**src/rtl/nba_grader_gen.sv**
```systemverilog
// Number-baseball grader: latches a secret, scores each accepted guess one digit per cycle,
// and ends the round on a solve or when the attempt budget runs out.
module nba_grader_gen #(
  parameter int NUM_DIGITS = 4,
  parameter int DIGIT_W    = 4,
  parameter int DIGIT_MAX  = 9,
  parameter int MAX_CNT    = 200,
  parameter int CNT_W      = 16,
  parameter int SB_W       = $clog2(NUM_DIGITS + 1)
) (
  input  logic                          clk,
  input  logic                          reset,
  input  logic [NUM_DIGITS*DIGIT_W-1:0] answer,
  input  logic [NUM_DIGITS*DIGIT_W-1:0] question,
  input  logic                          ask_valid,
  output logic                          ask_ready,
  output logic [SB_W-1:0]               strike,
  output logic [SB_W-1:0]               ball,
  output logic                          invalid,
  output logic                          reply_valid,
  input  logic                          reply_ready,
  output logic                          correct,
  output logic                          give_up,
  output logic [CNT_W-1:0]              cnt
);

  localparam int VEC_W = NUM_DIGITS * DIGIT_W;

  localparam logic [2:0] S_LOAD  = 3'd0;
  localparam logic [2:0] S_ASK   = 3'd1;
  localparam logic [2:0] S_SCORE = 3'd2;
  localparam logic [2:0] S_REPLY = 3'd3;
  localparam logic [2:0] S_DONE  = 3'd4;

  function automatic logic [DIGIT_W-1:0] digit(input logic [VEC_W-1:0] v, input int i);
    return v[i*DIGIT_W +: DIGIT_W];
  endfunction

  logic [2:0]         state_q,   state_d;
  logic [VEC_W-1:0]   ans_q,     ans_d;
  logic [VEC_W-1:0]   qst_q,     qst_d;
  logic [SB_W-1:0]    idx_q,     idx_d;
  logic [SB_W-1:0]    strike_q,  strike_d;
  logic [SB_W-1:0]    ball_q,    ball_d;
  logic               inv_q,     inv_d;
  logic               correct_q, correct_d;
  logic               give_up_q, give_up_d;
  logic [CNT_W-1:0]   cnt_q,     cnt_d;

  logic [DIGIT_W-1:0] cur_digit;
  logic               hit_s;
  logic               hit_b;
  logic               bad;
  logic               last;
  logic [SB_W-1:0]    acc_s;
  logic [SB_W-1:0]    acc_b;
  logic               acc_i;

  // Evaluate the question digit selected by idx_q against the latched answer.
  always_comb begin
    cur_digit = '0;
    hit_s     = 1'b0;
    hit_b     = 1'b0;
    bad       = 1'b0;
    for (int i = 0; i < NUM_DIGITS; i++) begin
      if (idx_q == SB_W'(i)) cur_digit = digit(qst_q, i);
    end
    for (int j = 0; j < NUM_DIGITS; j++) begin
      if (idx_q == SB_W'(j)) begin
        if (cur_digit == digit(ans_q, j)) hit_s = 1'b1;
      end else if (cur_digit == digit(ans_q, j)) begin
        hit_b = 1'b1;
      end
      if ((SB_W'(j) < idx_q) && (digit(qst_q, j) == cur_digit)) bad = 1'b1;
    end
    if (cur_digit > DIGIT_W'(DIGIT_MAX)) bad = 1'b1;
    last  = (idx_q == SB_W'(NUM_DIGITS - 1));
    acc_s = strike_q + SB_W'(hit_s);
    acc_b = ball_q + SB_W'(hit_b && !hit_s);
    acc_i = inv_q | bad;
  end

  always_comb begin
    state_d   = state_q;
    ans_d     = ans_q;
    qst_d     = qst_q;
    idx_d     = idx_q;
    strike_d  = strike_q;
    ball_d    = ball_q;
    inv_d     = inv_q;
    correct_d = correct_q;
    give_up_d = give_up_q;
    cnt_d     = cnt_q;
    case (state_q)
      S_LOAD: begin
        ans_d   = answer;
        state_d = S_ASK;
      end
      S_ASK: begin
        if (ask_valid) begin
          qst_d    = question;
          cnt_d    = (cnt_q == CNT_W'(MAX_CNT)) ? cnt_q : cnt_q + CNT_W'(1);
          strike_d = '0;
          ball_d   = '0;
          inv_d    = 1'b0;
          idx_d    = '0;
          state_d  = S_SCORE;
        end
      end
      S_SCORE: begin
        idx_d = idx_q + SB_W'(1);
        inv_d = acc_i;
        if (last) begin
          // An illegal question reports no strikes or balls; correct rises with reply_valid.
          strike_d  = acc_i ? '0 : acc_s;
          ball_d    = acc_i ? '0 : acc_b;
          correct_d = !acc_i && (acc_s == SB_W'(NUM_DIGITS));
          state_d   = S_REPLY;
        end else begin
          strike_d = acc_s;
          ball_d   = acc_b;
        end
      end
      S_REPLY: begin
        if (reply_ready) begin
          if (correct_q) begin
            state_d = S_DONE;
          end else if (cnt_q == CNT_W'(MAX_CNT)) begin
            give_up_d = 1'b1;
            state_d   = S_DONE;
          end else begin
            state_d = S_ASK;
          end
        end
      end
      S_DONE: begin
        state_d = S_DONE;
      end
      default: begin
        state_d = S_LOAD;
      end
    endcase
  end

  always_ff @(posedge clk) begin
    if (!reset) begin
      state_q   <= S_LOAD;
      strike_q  <= '0;
      ball_q    <= '0;
      inv_q     <= 1'b0;
      correct_q <= 1'b0;
      give_up_q <= 1'b0;
      cnt_q     <= '0;
    end else begin
      state_q   <= state_d;
      strike_q  <= strike_d;
      ball_q    <= ball_d;
      inv_q     <= inv_d;
      correct_q <= correct_d;
      give_up_q <= give_up_d;
      cnt_q     <= cnt_d;
    end
  end

  // Datapath registers are always loaded before use, so they carry no reset.
  always_ff @(posedge clk) begin
    ans_q <= ans_d;
    qst_q <= qst_d;
    idx_q <= idx_d;
  end

  assign ask_ready   = (state_q == S_ASK);
  assign reply_valid = (state_q == S_REPLY);
  assign strike      = strike_q;
  assign ball        = ball_q;
  assign invalid     = inv_q;
  assign correct     = correct_q;
  assign give_up     = give_up_q;
  assign cnt         = cnt_q;

endmodule

```
**config.mk**
```make
export PLATFORM = sky130hd
export DESIGN_NAME = nba_grader_gen
export DESIGN_NICKNAME = d
export VERILOG_FILES = /design/src/rtl/nba_grader_gen.sv
export SDC_FILE = /design/constraint.sdc
export NUM_CORES = 1
export LEC_CHECK = 0
export CORE_ASPECT_RATIO = 0.6
export CORE_MARGIN = 5
export CORE_UTILIZATION = 45
export DETAILED_ROUTE_END_ITERATION = 8
export GPL_TIMING_DRIVEN = 1
export PLACE_DENSITY = 0.71
export SLEW_MARGIN = 25
export SYNTH_ARGS = -nofsm -noshare
export SYNTH_HDL_FRONTEND = slang
export SYNTH_SLANG_ARGS = --single-unit
```
**constraint.sdc**
```tcl
create_clock -name clk -period 5.8 [get_ports clk]
set_clock_uncertainty 0.15 [all_clocks]
set_input_delay 1.45 -clock clk [delete_from_list [all_inputs] [get_ports clk]]
set_output_delay 1.45 -clock clk [all_outputs]
set_load 0.02 [all_outputs]
```
# == Yosys cells after proc, flatten, opt, wreduce, memory -nomap -nowiden ==
# Cells that the tools add are included.
# totals
romBits,0
ram_bits,0
out_inout_bits,27
memories,0
register_bits,63
latch_bits,0
wordCells,99
# classes
mux,40
eq_ne,20
order_cmp,5
n_addsub,4
reduce_logical,17
n_mul,0
shifts,0
div_mod_pow,0
bitwise,3
# ops
operator,count
$eq A4 B4 Y1,8
$mux W3,10
$mux W1,21
$pmux W3 S2,3
$add A16 B1 Y16 const B,1
$eq A16 B8 Y1 const B,1
$mux W4,4
$pmux W3 S5,1
$eq A3 B2 Y1 const B,4
$add A3 B1 Y3,2
$eq A3 B1 Y1 const B,2
$eq A3 B3 Y1 const B,2
$logic_and A1 B1 Y1,6
$logic_not A3 Y1,2
$lt A1 B3 Y1 const A,2
$lt A2 B3 Y1 const A,2
$reduce_and A2 Y1,3
$reduce_and A3 Y1,2
$gt A4 B4 Y1 const B,1
$ne A2 B2 Y1 const B,2
$reduce_and A4 Y1,1
$add A3 B1 Y3 const B,1
$logic_not A1 Y1,2
$ne A2 B1 Y1 const B,1
4 further kinds,5

# == Depth between registers and ports, before layout ==
# logic_depth
word_depth,20
mapped_depth,17
ltp_nobuf,15

# == Least setup slack after synthesis ==
# Ideal clock, no wire load.
# synth_path
path_kind,reg-to-reg
from,register idx_q[0]
to,"register correct_q, in the netlist correct"
path_buffers,2
arrival_time_ns,3.025
stages_incl_launch_ff,16
synth_period_minus_slack_ns,3.263
setup_ns,0.087
required_ns,5.563
path_slack_ns,2.537
cell_sequence,edfxtp_1 > buf_2 > inv_1 > ha_1 > buf_2 > inv_1 > and4_1 > o21ai_1 > xnor2_1 > nor4_1 > a221o_1 > ha_1 > ha_1 > nor2_1 > nand3_1 > o31ai_1
# synth_between
elab_chain_cells,17
elab_cells_between_ends,44
classes_between,1 x add/sub; 5 x order compare; 12 x eq/ne; 17 x mux; 1 x bitwise; 8 x reduce/logical
# synth_lines
element,line_no,rtl
"start, declared",42,"logic [SB_W-1:0] idx_q, idx_d;"
"start signal, assigned",169,idx_q <= idx_d;
$logic_not A3 Y1,"66, 69",
$mux W4 (4 in a row),66,"if (idx_q == SB_W'(i)) cur_digit = digit(qst_q, i);"
$eq A4 B4 Y1,70,"if (cur_digit == digit(ans_q, j)) hit_s = 1'b1;"
$mux W1,70,
$mux W1,69,if (idx_q == SB_W'(j)) begin
$mux W1,70,
$mux W1,69,
$mux W1,70,
$mux W1,69,
$mux W1,70,
$mux W1,69,
$add A3 B1 Y3,78,acc_s = strike_q + SB_W'(hit_s);
$eq A3 B3 Y1,117,correct_d = !acc_i && (acc_s == SB_W'(NUM_DIGITS));
$logic_and A1 B1 Y1,117,
"end signal, assigned",159,correct_q <= correct_d;
"end, declared",46,"logic correct_q, correct_d;"
# Several ways; a longest one is shown, not always the timed one.
# A chain may end at the register's enable or synchronous reset.

# == Worst setup path after layout ==
# layout_path
from,register idx_q[0]
to,"register ball_q[2], in the netlist ball[2]"
# layout_between
elab_chain_cells,20
elab_cells_between_ends,52
classes_between,1 x add/sub; 5 x order compare; 11 x eq/ne; 27 x mux; 1 x bitwise; 7 x reduce/logical
# layout_lines
element,line_no,rtl
$logic_not A3 Y1,"66, 69",
$mux W4 (4 in a row),66,
$eq A4 B4 Y1,"70, 71",
$mux W1,"70, 71",
$mux W1,69,
$mux W1,70,
$mux W1,69,
$mux W1,70,
$mux W1,69,
$mux W1,70,
$mux W1,69,
$logic_not A1 Y1,79,acc_b = ball_q + SB_W'(hit_b && !hit_s);
$logic_and A1 B1 Y1,79,
$add A3 B1 Y3,79,
$mux W3,116,ball_d = acc_i ? '0 : acc_b;
$mux W3 *,113,if (last) begin
$pmux W3 S2 *,94,case (state_q)
"end signal, assigned",157,ball_q <= ball_d;
"end, declared",44,"logic [SB_W-1:0] ball_q, ball_d;"
# Mark *: on every way between the ends. The rest lies on a longest branch, timed or not.

==> impl_metrics.ini <==
[outcome]
status = completed

[routing]
via_count = 2607
drt_iter0_drc = 278
final_antenna_net_count = 0
via_per_inst = 5.49
drc = 0
wirelength_mm = 8.19
wire_per_inst_um = 17.2
drtPass1Iterations = 5

[timing]
finalWorstSetupSlack_ps = 2040
hold_slack_ps = 314
setup_tns_ps = 0
finalSetupViolCount = 0
hold_viol_final = 0
rsz0062_at_grt = no
slew_headroom_pct = 45.4
min_period_ps = 3760
tightest_slew_ps = 818
drv_slew = 0
fmax_mhz = 266
min_period_over_period_pct = 64.8

[die]
start_util_pct = 46.0
fp.coreArea_mm2 = 0.00721
die_w_um = 121
dieArea_mm2 = 0.00924
rows = 24
die_h_um = 76.5
io-pin-count = 63

[synthesis]
netlist_area_mm2 = 0.00331
ys_seq_area_share_pct = 48.6
syn_nets = 362
avgSynthCellArea_um2 = 10.5
synth_top_area_share_pct = 31.7
yosysMostFrequentCell = edfxtp_1
ys.flop_type = edfxtp_1
yosysWarnings = 0
synthCells = 317
ys_top_cells_by_count = edfxtp_1 (35), nand2_1 (29), dfxtp_1 (28)
synth.distinct_cells = 55
synth_area_leader_cell = edfxtp_1
async_flop_share_pct = 0
synth_edf_count = 35
synth_area_leaders = edfxtp_1 (32%), dfxtp_1 (17%), xnor2_1 (6.3%), xor2_1 (4.2%), ha_1 (3.4%)
ys_ff_latch = 63

[clock_network]
cts_tree = built
cts_resized = 0
clockBufferDepth = 2
post-cts-setup-buffers = 0
clkSlewWorstSetupHoldPaths_ps = 50
clock-sinks = 63
cts_max_level = 3
cts_root_buffer = clkbuf_16
holdBufCountCts = 0
clock_latency_ps = 330
numCtsBuffers = 9

[placed_design]
place.port_buffers = 62
place_ws_ps = 2040
dp_hpwl_mm = 6.10
gp_congestion = 0.969

[setup_path]
critPathArrivalTime_ps = 3860
cp_num_buf_inv = 2
critPathMostFrequentCell = ha_1
worst_path_max_delay_cell = edfxtp_1
path_max_fanout = 13
start_kind = register
crit_chain = inv_1, ha_1, inv_1, and4_1, o21ai_1, xnor2_1, nor4_1, a221oi_1, a21oi_1, ha_1, ha_1, nand2_1, xor2_1, nor3_1
cp_top_family = compound AO/OA/AOI/OAI gates
cp-end-kind = register
crit_type = register to register
cp_slowest_stage_delay_ps = 540
required_ps = 5900

[run]
drv_cap = 0

[cells_and_area]
n_antenna_cell = 0
area_growth_pct = 29.4
finalNetCount = 424
drive_gt1_share_pct = 7.03

[global_route]
antenna_found_initial = 0
grt_max_degree = 25
grt_pass1_wl_mm = 13.2
grt_pass1_vias = 2504
overflow = 0
track_usage_pct = 18.4

[power_and_ir_drop]
power.leakage_nw = 1.54
irDropWorstVdd_mv = 0.168
power_density_mw_per_mm2 = 279

[min_path]
min_path_type = register to register
-- through the flow --
stage          std cells  power, mW  cell area [µm²]  util, %
3_3_place_gp         459      0.686             4000     55.5
5_1_grt              475       1.24             4290     59.5
4_1_cts              475       1.20             4290     59.5
3_5_place_dp         459      0.688             4010     55.6
2_1_floorplan        317      0.626             3310        -
6_report             475       1.20             4290     59.5
-- layout by cell type (no fill, tap or decap), types with 2 or more instances in the layout --
cell type,n
nand2_1,29
nor3_1,8
o311ai_0,2
a21boi_0,2
a221oi_1,2
mux2_2,2
nand4_1,7
inv_1,13
dfxtp_1,28
clkdlybuf4s50_1,62
nor2b_1,9
and4_4,2
a21oi_1,5
clkinv_2,3
clkbuf_1,2
edfxtp_1,35
a311oi_1,3
o21ai_0,11
or4_1,5
mux2i_1,4
clkbuf_16,9
and2_1,16
nand2b_1,4
xor2_1,16
o21ai_1,2
o211ai_1,6
and4_1,3
nand3_1,11
a211oi_1,3
ha_1,9
nor2_1,15
xnor2_1,24
nor4_1,6
-- per-layer routing --
layer / routed length, µm / global-route usage, %
met1: 4170 / 27.6
met2: 3210 / 23.7
met5: 0 / 0
met4: 61 / 4.86
met3: 744 / 7.64
-- final timing paths --
check | from | to | cells past startpoint | slack [ps]
setup / recovery | idx_q[0] | ball[2] | 14 | 2040
hold / removal | give_up | give_up | 1 | 310
setup reg to reg | idx_q[0] | ball[2] | 14 | 2040
hold reg to reg | give_up | give_up | 1 | 310
-- worst register-to-register path, stage by stage, from the launching register on --
cell	delay [ps]
edfxtp_1	540
inv_1	170
ha_1	380
inv_1	160
and4_1	180
o21ai_1	490
xnor2_1	120
nor4_1	420
a221oi_1	190
a21oi_1	170
ha_1	180
ha_1	140
nand2_1	60
xor2_1	170
nor3_1	160
-- cells by family (layout without fill, tap and decap cells) --
kind of cell	after synthesis	after routing	synth area share, %
buffers and inverters	24	91	3.10
muxes	6	6	1.89
DFF	63	63	48.6
AOI/OAI and AO/OA	47	47	9.97
adders and majority gates	9	9	3.40
xor gates and xnor gates	40	40	10.6
and+or+nand+nor	128	128	22.5
-- registers in the layout (all words and copies together), names as in the netlist --
signal	cells
ans_q	16
ball	3
cnt	16
correct	1
give_up	1
idx_q	3
invalid	1
qst_q	16
state_q	3
strike	3
-- where the power goes --
part	switching (mW)	total [mW]	internal [mW]
Clock	0.185	0.514	0.329
Sequential	0.0224	0.522	0.499
Combinational	0.0878	0.162	0.0738
-- layout make-up --
type / count / area, µm²
multi-input combinational: 230 / 1610
clock buffer: 11 / 233
fill: 620 / 2920
inverter: 13 / 48.8
sequential: 63 / 1610
timing repair buffer: 62 / 621
tap: 91 / 114
clock inverter: 5 / 48.8
Note: power is estimated with default switching activity, not from simulation.
